===== config.mk =====
export PLATFORM = sky130hd
export DESIGN_NAME = pipelined_cla_adder_flat
export DESIGN_NICKNAME = d
export VERILOG_FILES = /design/src/rtl/pipelined_cla_adder_pkg.sv /design/src/rtl/pipelined_cla_adder_if.sv /design/src/rtl/pipelined_cla_adder_cla_group4.sv /design/src/rtl/pipelined_cla_adder.sv /design/src/flat_wrapper.sv
export SDC_FILE = /design/constraint.sdc
export NUM_CORES = 1
export LEC_CHECK = 0
export CAP_MARGIN = 20
export CORE_MARGIN = 3
export CORE_UTILIZATION = 53
export CTS_CLUSTER_SIZE = 20
export DETAILED_ROUTE_END_ITERATION = 10
export PLACE_DENSITY_LB_ADDON = 0.25
export RECOVER_POWER = 50
export SLEW_MARGIN = 20
export SYNTH_ARGS = -nofsm -noshare
export SYNTH_HDL_FRONTEND = slang
export SYNTH_SLANG_ARGS = --single-unit
export TNS_END_PERCENT = 20

===== constraint.sdc =====
create_clock -name clk -period 4.92 [get_ports clk]
set_input_delay 0.492 -clock clk [delete_from_list [all_inputs] [get_ports clk]]
set_output_delay 0.492 -clock clk [all_outputs]
set_load 0.02 [all_outputs]

===== src/rtl/pipelined_cla_adder_pkg.sv =====
// Shared constants and helpers for the pipelined carry-look-ahead adder.
// The group width and the add/subtract mode encodings live here so the
// top level and the look-ahead group agree on them.
package pipelined_cla_adder_pkg;

    // Width of one carry-look-ahead group in bits
    localparam int CLA_GRP = 4;

    // Operation select carried on the sub input
    typedef enum logic {
        MODE_ADD = 1'b0,
        MODE_SUB = 1'b1
    } cla_mode_e;

    // Conditionally inverts one group of operand B for subtraction (b' = b ^ sub)
    function automatic logic [CLA_GRP-1:0] invert_if_sub(
        input logic [CLA_GRP-1:0] b,
        input logic               sub
    );
        return b ^ {CLA_GRP{sub}};
    endfunction

endpackage


===== src/rtl/pipelined_cla_adder_if.sv =====
// Operand / result handshake bundle of the pipelined adder.
// The master side offers operands and consumes results; the slave side
// is the adder itself.
interface pipelined_cla_adder_if #(
    parameter int WIDTH = 32
);
    logic             in_valid;
    logic             in_ready;
    logic [WIDTH-1:0] a;
    logic [WIDTH-1:0] b;
    logic             sub;
    logic             out_valid;
    logic             out_ready;
    logic [WIDTH-1:0] sum;
    logic             co;
    logic             ovf;
    logic             zero;

    modport master (
        output in_valid, a, b, sub, out_ready,
        input  in_ready, out_valid, sum, co, ovf, zero
    );

    modport slave (
        input  in_valid, a, b, sub, out_ready,
        output in_ready, out_valid, sum, co, ovf, zero
    );

endinterface


===== src/rtl/pipelined_cla_adder_cla_group4.sv =====
// Combinational 4-bit carry-look-ahead group.
// b is expected already conditioned for subtraction (b' = b ^ sub).
// Produces the sum, the carry out, and the group propagate/generate used
// by the enclosing slice to ripple carries from group to group.
module cla_group4
    import pipelined_cla_adder_pkg::*;
(
    input  logic [CLA_GRP-1:0] a,
    input  logic [CLA_GRP-1:0] b,
    input  logic               ci,
    output logic [CLA_GRP-1:0] s,
    output logic               co,
    output logic               grp_p,
    output logic               grp_g
);

    logic [3:0] p;
    logic [3:0] g;
    logic [3:0] x;
    logic [3:0] c;

    assign p = a | b;
    assign g = a & b;
    assign x = a ^ b;

    // Look-ahead carries into each bit of the group, all derived from ci
    always_comb begin
        c[0] = ci;
        c[1] = g[0] | (p[0] & ci);
        c[2] = g[1] | (p[1] & g[0]) | (p[1] & p[0] & ci);
        c[3] = g[2] | (p[2] & g[1]) | (p[2] & p[1] & g[0]) | (p[2] & p[1] & p[0] & ci);
    end

    // Group propagate/generate and carry out of the whole group
    always_comb begin
        grp_p = &p;
        grp_g = g[3] | (p[3] & g[2]) | (p[3] & p[2] & g[1]) | (p[3] & p[2] & p[1] & g[0]);
        co    = grp_g | (grp_p & ci);
    end

    assign s = x ^ c;

endmodule


===== src/rtl/pipelined_cla_adder.sv =====
// Pipelined carry-look-ahead adder/subtractor with valid/ready handshake.
// The operand is cut into STAGES slices; each pipeline stage adds one
// slice and registers the carry for the next one. Operand bits still to be
// added ride along in skew registers, finished sum bits ride along in
// de-skew registers, so every slice of a transaction leaves together.
// The whole pipe advances as one unit: a stalled output freezes every stage.
module pipelined_cla_adder
    import pipelined_cla_adder_pkg::*;
#(
    parameter int WIDTH  = 32,
    parameter int STAGES = 2
)
(
    input  logic                 clk,
    input  logic                 reset,
    pipelined_cla_adder_if.slave bus
);

    localparam int SAFE_STAGES = (STAGES > 0) ? STAGES : 1;
    localparam int SLICE       = WIDTH / SAFE_STAGES;
    localparam int GPS         = SLICE / CLA_GRP;
    localparam int NGRP        = WIDTH / CLA_GRP;
    localparam int LAST        = SAFE_STAGES - 1;

    if (STAGES < 1 || STAGES > WIDTH / CLA_GRP) begin : g_bad_stages
        $error("pipelined_cla_adder: STAGES must lie in 1..WIDTH/4");
    end else if (WIDTH % (CLA_GRP * STAGES) != 0) begin : g_bad_width
        $error("pipelined_cla_adder: WIDTH must be a multiple of 4*STAGES");
    end

    logic             adv;

    logic             src_vld [SAFE_STAGES];
    logic             src_sub [SAFE_STAGES];
    logic             src_cin [SAFE_STAGES];
    logic [WIDTH-1:0] src_a   [SAFE_STAGES];
    logic [WIDTH-1:0] src_b   [SAFE_STAGES];
    logic [WIDTH-1:0] src_sum [SAFE_STAGES];
    logic [WIDTH-1:0] nxt_sum [SAFE_STAGES];
    logic             slice_co[SAFE_STAGES];

    logic [CLA_GRP-1:0] grp_s [NGRP];
    logic               grp_ci[NGRP];
    logic               grp_p [NGRP];
    logic               grp_g [NGRP];
    logic               grp_co[NGRP];

    logic             vld_r [SAFE_STAGES];
    logic             sub_r [SAFE_STAGES];
    logic             cry_r [SAFE_STAGES];
    logic [WIDTH-1:0] a_r   [SAFE_STAGES];
    logic [WIDTH-1:0] b_r   [SAFE_STAGES];
    logic [WIDTH-1:0] sum_r [SAFE_STAGES];

    logic             ovf_r;
    logic             zero_r;
    logic             msb_cin;
    logic             ovf_nxt;
    logic             zero_nxt;

    // The pipe moves only when the output slot is empty or being taken
    assign adv          = ~vld_r[LAST] | bus.out_ready;
    assign bus.in_ready = adv;

    // Each stage reads from the handshake inputs (stage 0) or from the
    // registers written by the previous stage
    always_comb begin
        src_vld[0] = bus.in_valid;
        src_a[0]   = bus.a;
        src_b[0]   = bus.b;
        src_sub[0] = bus.sub;
        src_cin[0] = (bus.sub == MODE_SUB);
        src_sum[0] = '0;
        for (int k = 1; k < SAFE_STAGES; k++) begin
            src_vld[k] = vld_r[k-1];
            src_a[k]   = a_r[k-1];
            src_b[k]   = b_r[k-1];
            src_sub[k] = sub_r[k-1];
            src_cin[k] = cry_r[k-1];
            src_sum[k] = sum_r[k-1];
        end
    end

    // One look-ahead group per 4 bits; group gi belongs to slice gi/GPS and
    // therefore works on the transaction currently held by that stage
    for (genvar gi = 0; gi < NGRP; gi++) begin : g_grp
        localparam int K = gi / GPS;

        logic [CLA_GRP-1:0] b_eff;

        assign b_eff = invert_if_sub(src_b[K][gi*CLA_GRP +: CLA_GRP], src_sub[K]);

        if ((gi % GPS) == 0) begin : g_first
            assign grp_ci[gi] = src_cin[K];
        end else begin : g_chain
            assign grp_ci[gi] = grp_g[gi-1] | (grp_p[gi-1] & grp_ci[gi-1]);
        end

        cla_group4 u_grp (
            .a     (src_a[K][gi*CLA_GRP +: CLA_GRP]),
            .b     (b_eff),
            .ci    (grp_ci[gi]),
            .s     (grp_s[gi]),
            .co    (grp_co[gi]),
            .grp_p (grp_p[gi]),
            .grp_g (grp_g[gi])
        );
    end

    // Merge each stage's fresh slice into the de-skewed sum and pick up
    // the carry leaving the slice's top group
    always_comb begin
        for (int k = 0; k < SAFE_STAGES; k++) begin
            nxt_sum[k] = src_sum[k];
            for (int j = 0; j < GPS; j++) begin
                nxt_sum[k][(k*GPS + j)*CLA_GRP +: CLA_GRP] = grp_s[k*GPS + j];
            end
            slice_co[k] = grp_co[k*GPS + GPS - 1];
        end
    end

    // Status flags of the final stage: the carry into the MSB is recovered
    // from the MSB sum bit and its two operand bits
    always_comb begin
        msb_cin  = nxt_sum[LAST][WIDTH-1] ^ src_a[LAST][WIDTH-1]
                 ^ src_b[LAST][WIDTH-1] ^ src_sub[LAST];
        ovf_nxt  = msb_cin ^ slice_co[LAST];
        zero_nxt = (nxt_sum[LAST] == '0);
    end

    // Stage valid bits: a bubble enters stage 0 when nothing is offered
    always_ff @(posedge clk or posedge reset) begin
        if (reset) begin
            for (int k = 0; k < SAFE_STAGES; k++) begin
                vld_r[k] <= 1'b0;
            end
        end else if (adv) begin
            for (int k = 0; k < SAFE_STAGES; k++) begin
                vld_r[k] <= src_vld[k];
            end
        end
    end

    // Skew, carry and de-skew registers; only live transactions are loaded
    always_ff @(posedge clk or posedge reset) begin
        if (reset) begin
            for (int k = 0; k < SAFE_STAGES; k++) begin
                a_r[k]   <= '0;
                b_r[k]   <= '0;
                sum_r[k] <= '0;
                sub_r[k] <= 1'b0;
                cry_r[k] <= 1'b0;
            end
        end else if (adv) begin
            for (int k = 0; k < SAFE_STAGES; k++) begin
                if (src_vld[k]) begin
                    a_r[k]   <= src_a[k];
                    b_r[k]   <= src_b[k];
                    sum_r[k] <= nxt_sum[k];
                    sub_r[k] <= src_sub[k];
                    cry_r[k] <= slice_co[k];
                end
            end
        end
    end

    // Registered overflow and zero flags, aligned with the final sum
    always_ff @(posedge clk or posedge reset) begin
        if (reset) begin
            ovf_r  <= 1'b0;
            zero_r <= 1'b0;
        end else if (adv && src_vld[LAST]) begin
            ovf_r  <= ovf_nxt;
            zero_r <= zero_nxt;
        end
    end

    assign bus.out_valid = vld_r[LAST];
    assign bus.sum       = sum_r[LAST];
    assign bus.co        = cry_r[LAST];
    assign bus.ovf       = ovf_r;
    assign bus.zero      = zero_r;

endmodule

===== src/flat_wrapper.sv =====
// flat-port wrapper written by rule: the top's interface ports become plain ports
module pipelined_cla_adder_flat import pipelined_cla_adder_pkg::*;
#(
    parameter int WIDTH  = 32,
    parameter int STAGES = 2
)
  (clk, reset, bus_in_valid, bus_a, bus_b, bus_sub, bus_out_ready, bus_in_ready, bus_out_valid, bus_sum, bus_co, bus_ovf, bus_zero);
  pipelined_cla_adder_if #(.WIDTH(WIDTH)) bus_i ();
  input  logic clk;
  input  logic reset;
  input wire logic [$bits(bus_i.in_valid)-1:0] bus_in_valid;
  input wire logic [$bits(bus_i.a)-1:0] bus_a;
  input wire logic [$bits(bus_i.b)-1:0] bus_b;
  input wire logic [$bits(bus_i.sub)-1:0] bus_sub;
  input wire logic [$bits(bus_i.out_ready)-1:0] bus_out_ready;
  output wire logic [$bits(bus_i.in_ready)-1:0] bus_in_ready;
  output wire logic [$bits(bus_i.out_valid)-1:0] bus_out_valid;
  output wire logic [$bits(bus_i.sum)-1:0] bus_sum;
  output wire logic [$bits(bus_i.co)-1:0] bus_co;
  output wire logic [$bits(bus_i.ovf)-1:0] bus_ovf;
  output wire logic [$bits(bus_i.zero)-1:0] bus_zero;
  assign bus_i.in_valid = bus_in_valid;
  assign bus_i.a = bus_a;
  assign bus_i.b = bus_b;
  assign bus_i.sub = bus_sub;
  assign bus_i.out_ready = bus_out_ready;
  assign bus_in_ready = bus_i.in_ready;
  assign bus_out_valid = bus_i.out_valid;
  assign bus_sum = bus_i.sum;
  assign bus_co = bus_i.co;
  assign bus_ovf = bus_i.ovf;
  assign bus_zero = bus_i.zero;
  pipelined_cla_adder #(.WIDTH(WIDTH), .STAGES(STAGES)) u_core (.clk(clk), .reset(reset), .bus(bus_i));
endmodule

==> flow_summary.yaml <==
grt:
  overflow: 0
  antenna_found_initial: 0
  grt_usage_pct: 22.3
  grt_max_degree: 54
  grt_first_pass_wirelength_um: 20600
  grt_pass1_vias: 4384
timing:
  finalHoldViolCount: 0
  rsz0062_at_grt: "false"
  setup_viol: 0
  finalCritPeriodShare_pct: 80.6
  maxSlewViolCount: 195
  fin_crit_ps: 3970
  clock_skew_ps: 20.5
  fmax_mhz: 252
  slew_headroom_pct: -33.2
  setup_tns_ps: 0
  tightest_slew_ps: 2000
placed_design:
  dp_hpwl_um: 9780
  dp_cells: 857
  numPortBuffers: 105
  gp_congestion: 0.840
layout:
  area_growth_pct: 24.9
  antenna_cells: 0
  instances_no_fill: 873
  drive_above_1_share_pct: 3.92
  fin_util_pct: 69.3
  nets: 875
  fillers: 812
detailed_routing:
  route.vias.total: 4422
  wl_um: 12300
  drt_first_pass_iters: 4
  dr.first_iter.drc_count: 172
  vias_per_cell: 5.07
  drcViolationCount: 0
  ant_nets: 0
  post_drt_wl_per_cell_um: 14.1
synthesis:
  syn_area_sq_mm: 0.00553
  synthTopCellsByArea: "dfrtp_1 (39%), ha_1 (14%), nand2_1 (11%)"
  synth_edf_count: 0
  netlist-cell-type-count: 46
  ys_seq_area_share_pct: 39.4
  synth_seq_cells: 87
  async_flop_share_pct: 100
  yosysTopAreaCell: "dfrtp_1"
  yosys.area.top_type_share_pct: 39.4
  synthCells: 635
  ys.flop_type: "dfrtp_1"
  synthesis.nets: 775
  synth_common_cells: "nand2_1 (158), dfrtp_1 (87), inv_1 (85), ha_1 (64), o21ai_0 (47)"
  yosysMostFrequentCell: "nand2_1"
  synth_warnings: 0
  synth_area_per_cell_sq_um: 8.71
critical_path:
  crit_end: "u_core.bus.zero"
  rr_worst_depth: 15
  reg2reg_slack_ps: 950
  worst-endpoint-arrival_ps: 4230
  r2r-end: "u_core.bus.zero"
  crit_chain: "buf_4 -> xor2_1 -> inv_1 -> ha_1 -> nor4_1 -> o211ai_1 -> a21oi_1 -> nor3_1 -> fa_1 -> nor4b_1 -> nand4_1 -> nor4_1 -> and4_1 -> nand4_1 -> o31ai_1"
  crit_slowest_cell: "fa_1"
  reg2reg_from: "u_core.src_sub[0]"
  crit_type: "reg -> reg"
  crit_path_max_fanout: 16
  cp.required_ps: 5180
  cpPeakStageDelay_ps: 530
  startpoint: "u_core.src_sub[0]"
  crit_path_end_kind: "flop"
  start_kind: "flop"
floorplanning:
  fp.coreArea_sq_mm: 0.00995
  die_w_um: 108
  start_util_pct: 55.5
  rows: 36
  die_h_um: 108
  die_area_sq_mm: 0.0117
  ios: 106
run_status:
  outcome: "finished with violations"
  violations: "max-capacitance violations, max-slew violations"
pwr:
  ir_drop_uv: 231
  power.density_mw_per_mm2: 440
  fin_total_pwr_uw: 3040
  p_leak_uw: 0.00344
worst_hold_path:
  hp-class: "reg -> reg"
clock_tree:
  insertion_delay_ps: 370
  cts_buffer_depth: 2
  cts_made_buffers: 9
  post_cts_buffers: 0
  cts_resized: 0
  cts_tree: "yes"
  cts-root-buf: "clkbuf_8"
  cts.htree.levels: 3
  clkTransAtPathRegs_ps: 100
  clock_sinks: 87
  cts_hold_buf: 0
flow_run:
  drv_cap: 4
logic make-up (layout without fill, tap and decap cells):
kind of cell,Yosys count,after routing,share of synthesized area [%]
and+or+nand+nor,223,223,17.0
adders and majority gates,71,71,17.0
buffers and inverters,108,213,7.33
xor gates and xnor gates,55,55,8.71
AOI/OAI and AO/OA,86,86,9.55
muxes,5,5,0.951
DFF,87,87,39.4
area by class of cell:
type,count,area [sq um],area share [%]
timing repair buffer,112,1090,15.8
tap,133,166,2.41
inverter,85,320,4.64
sequential,87,2180,31.5
clock buffer,9,124,1.79
multi-input combinational,440,2950,42.7
clock inverter,7,78.8,1.14
state kept, by name, indices dropped and copies added, names as in the netlist:
signal,count
u_core.bus.ovf,1
u_core.bus.zero,1
u_core.nxt_sum,16
u_core.bus.sum,32
u_core.src_sub,1
u_core.a_r,16
u_core.cry_r,1
u_core.bus.out_valid,1
u_core.b_r,16
u_core.src_vld,1
u_core.bus.co,1
cells in the final DEF (no fill, tap or decap), types with 4 or more instances in the layout:
cell	n
nand2_1	158
clkdlybuf4s50_1	103
dfrtp_1	87
inv_1	84
ha_1	64
o21ai_0	47
xor2_1	42
nor2_1	23
xnor2_1	13
a21oi_1	12
nor3_1	10
clkbuf_8	9
fa_1	7
nand2b_1	6
nor4_1	6
a211oi_1	4
o21bai_1	4
stage by stage:
step                hold slack, ps  worst slack [ps]  instance area, sq um
floorplan                      451               981                  5530
global placement               457              1220                  6710
detailed placement             463              1050                  6710
CTS                            487              1000                  6920
global route                   511               578                  6900
finish                         483               953                  6900
worst max-delay path: cells and delay by family (launching register included):
family                     cells  cell delay [ps]
AOI/OAI and AO/OA              3              710
xor gates and xnor gates       1              250
adders and majority gates      2              760
buffers and inverters          2              340
DFF                            1              370
and+or+nand+nor                7             1430
power breakdown:
part | switching [uW] | internal (uW) | leakage [uW]
logic | 824 | 632 | 0.00227
registers | 139 | 925 | 0.00107
clock network | 278 | 240 | 0.0000977
worst min path at each step:
stage | slack [ps] | cells past startpoint | end | from
after global placement | 460 | 2 | u_core.bus.sum[8] | u_core.bus.sum[8]
after CTS | 490 | 2 | u_core.bus.sum[4] | u_core.bus.sum[4]
after global routing | 510 | 2 | u_core.bus.sum[11] | u_core.bus.sum[11]
after detailed placement | 460 | 2 | u_core.bus.sum[4] | u_core.bus.sum[4]
final | 480 | 2 | u_core.bus.sum[7] | u_core.bus.sum[7]
after floorplan | 450 | 2 | u_core.bus.out_valid | u_core.src_vld[0]
layer usage:
layer  wire (um)  up-vias  GRT usage, %  part of all wire (%)
met5           0        -             0                     0
met4         179        0          5.95                   1.5
met3         666       16          3.40                   5.4
met2        5750      126          36.2                    47
met1        5690     2071          31.3                    46
li1            -     2209             -                     -
Note: power is estimated with default switching activity, not from simulation.
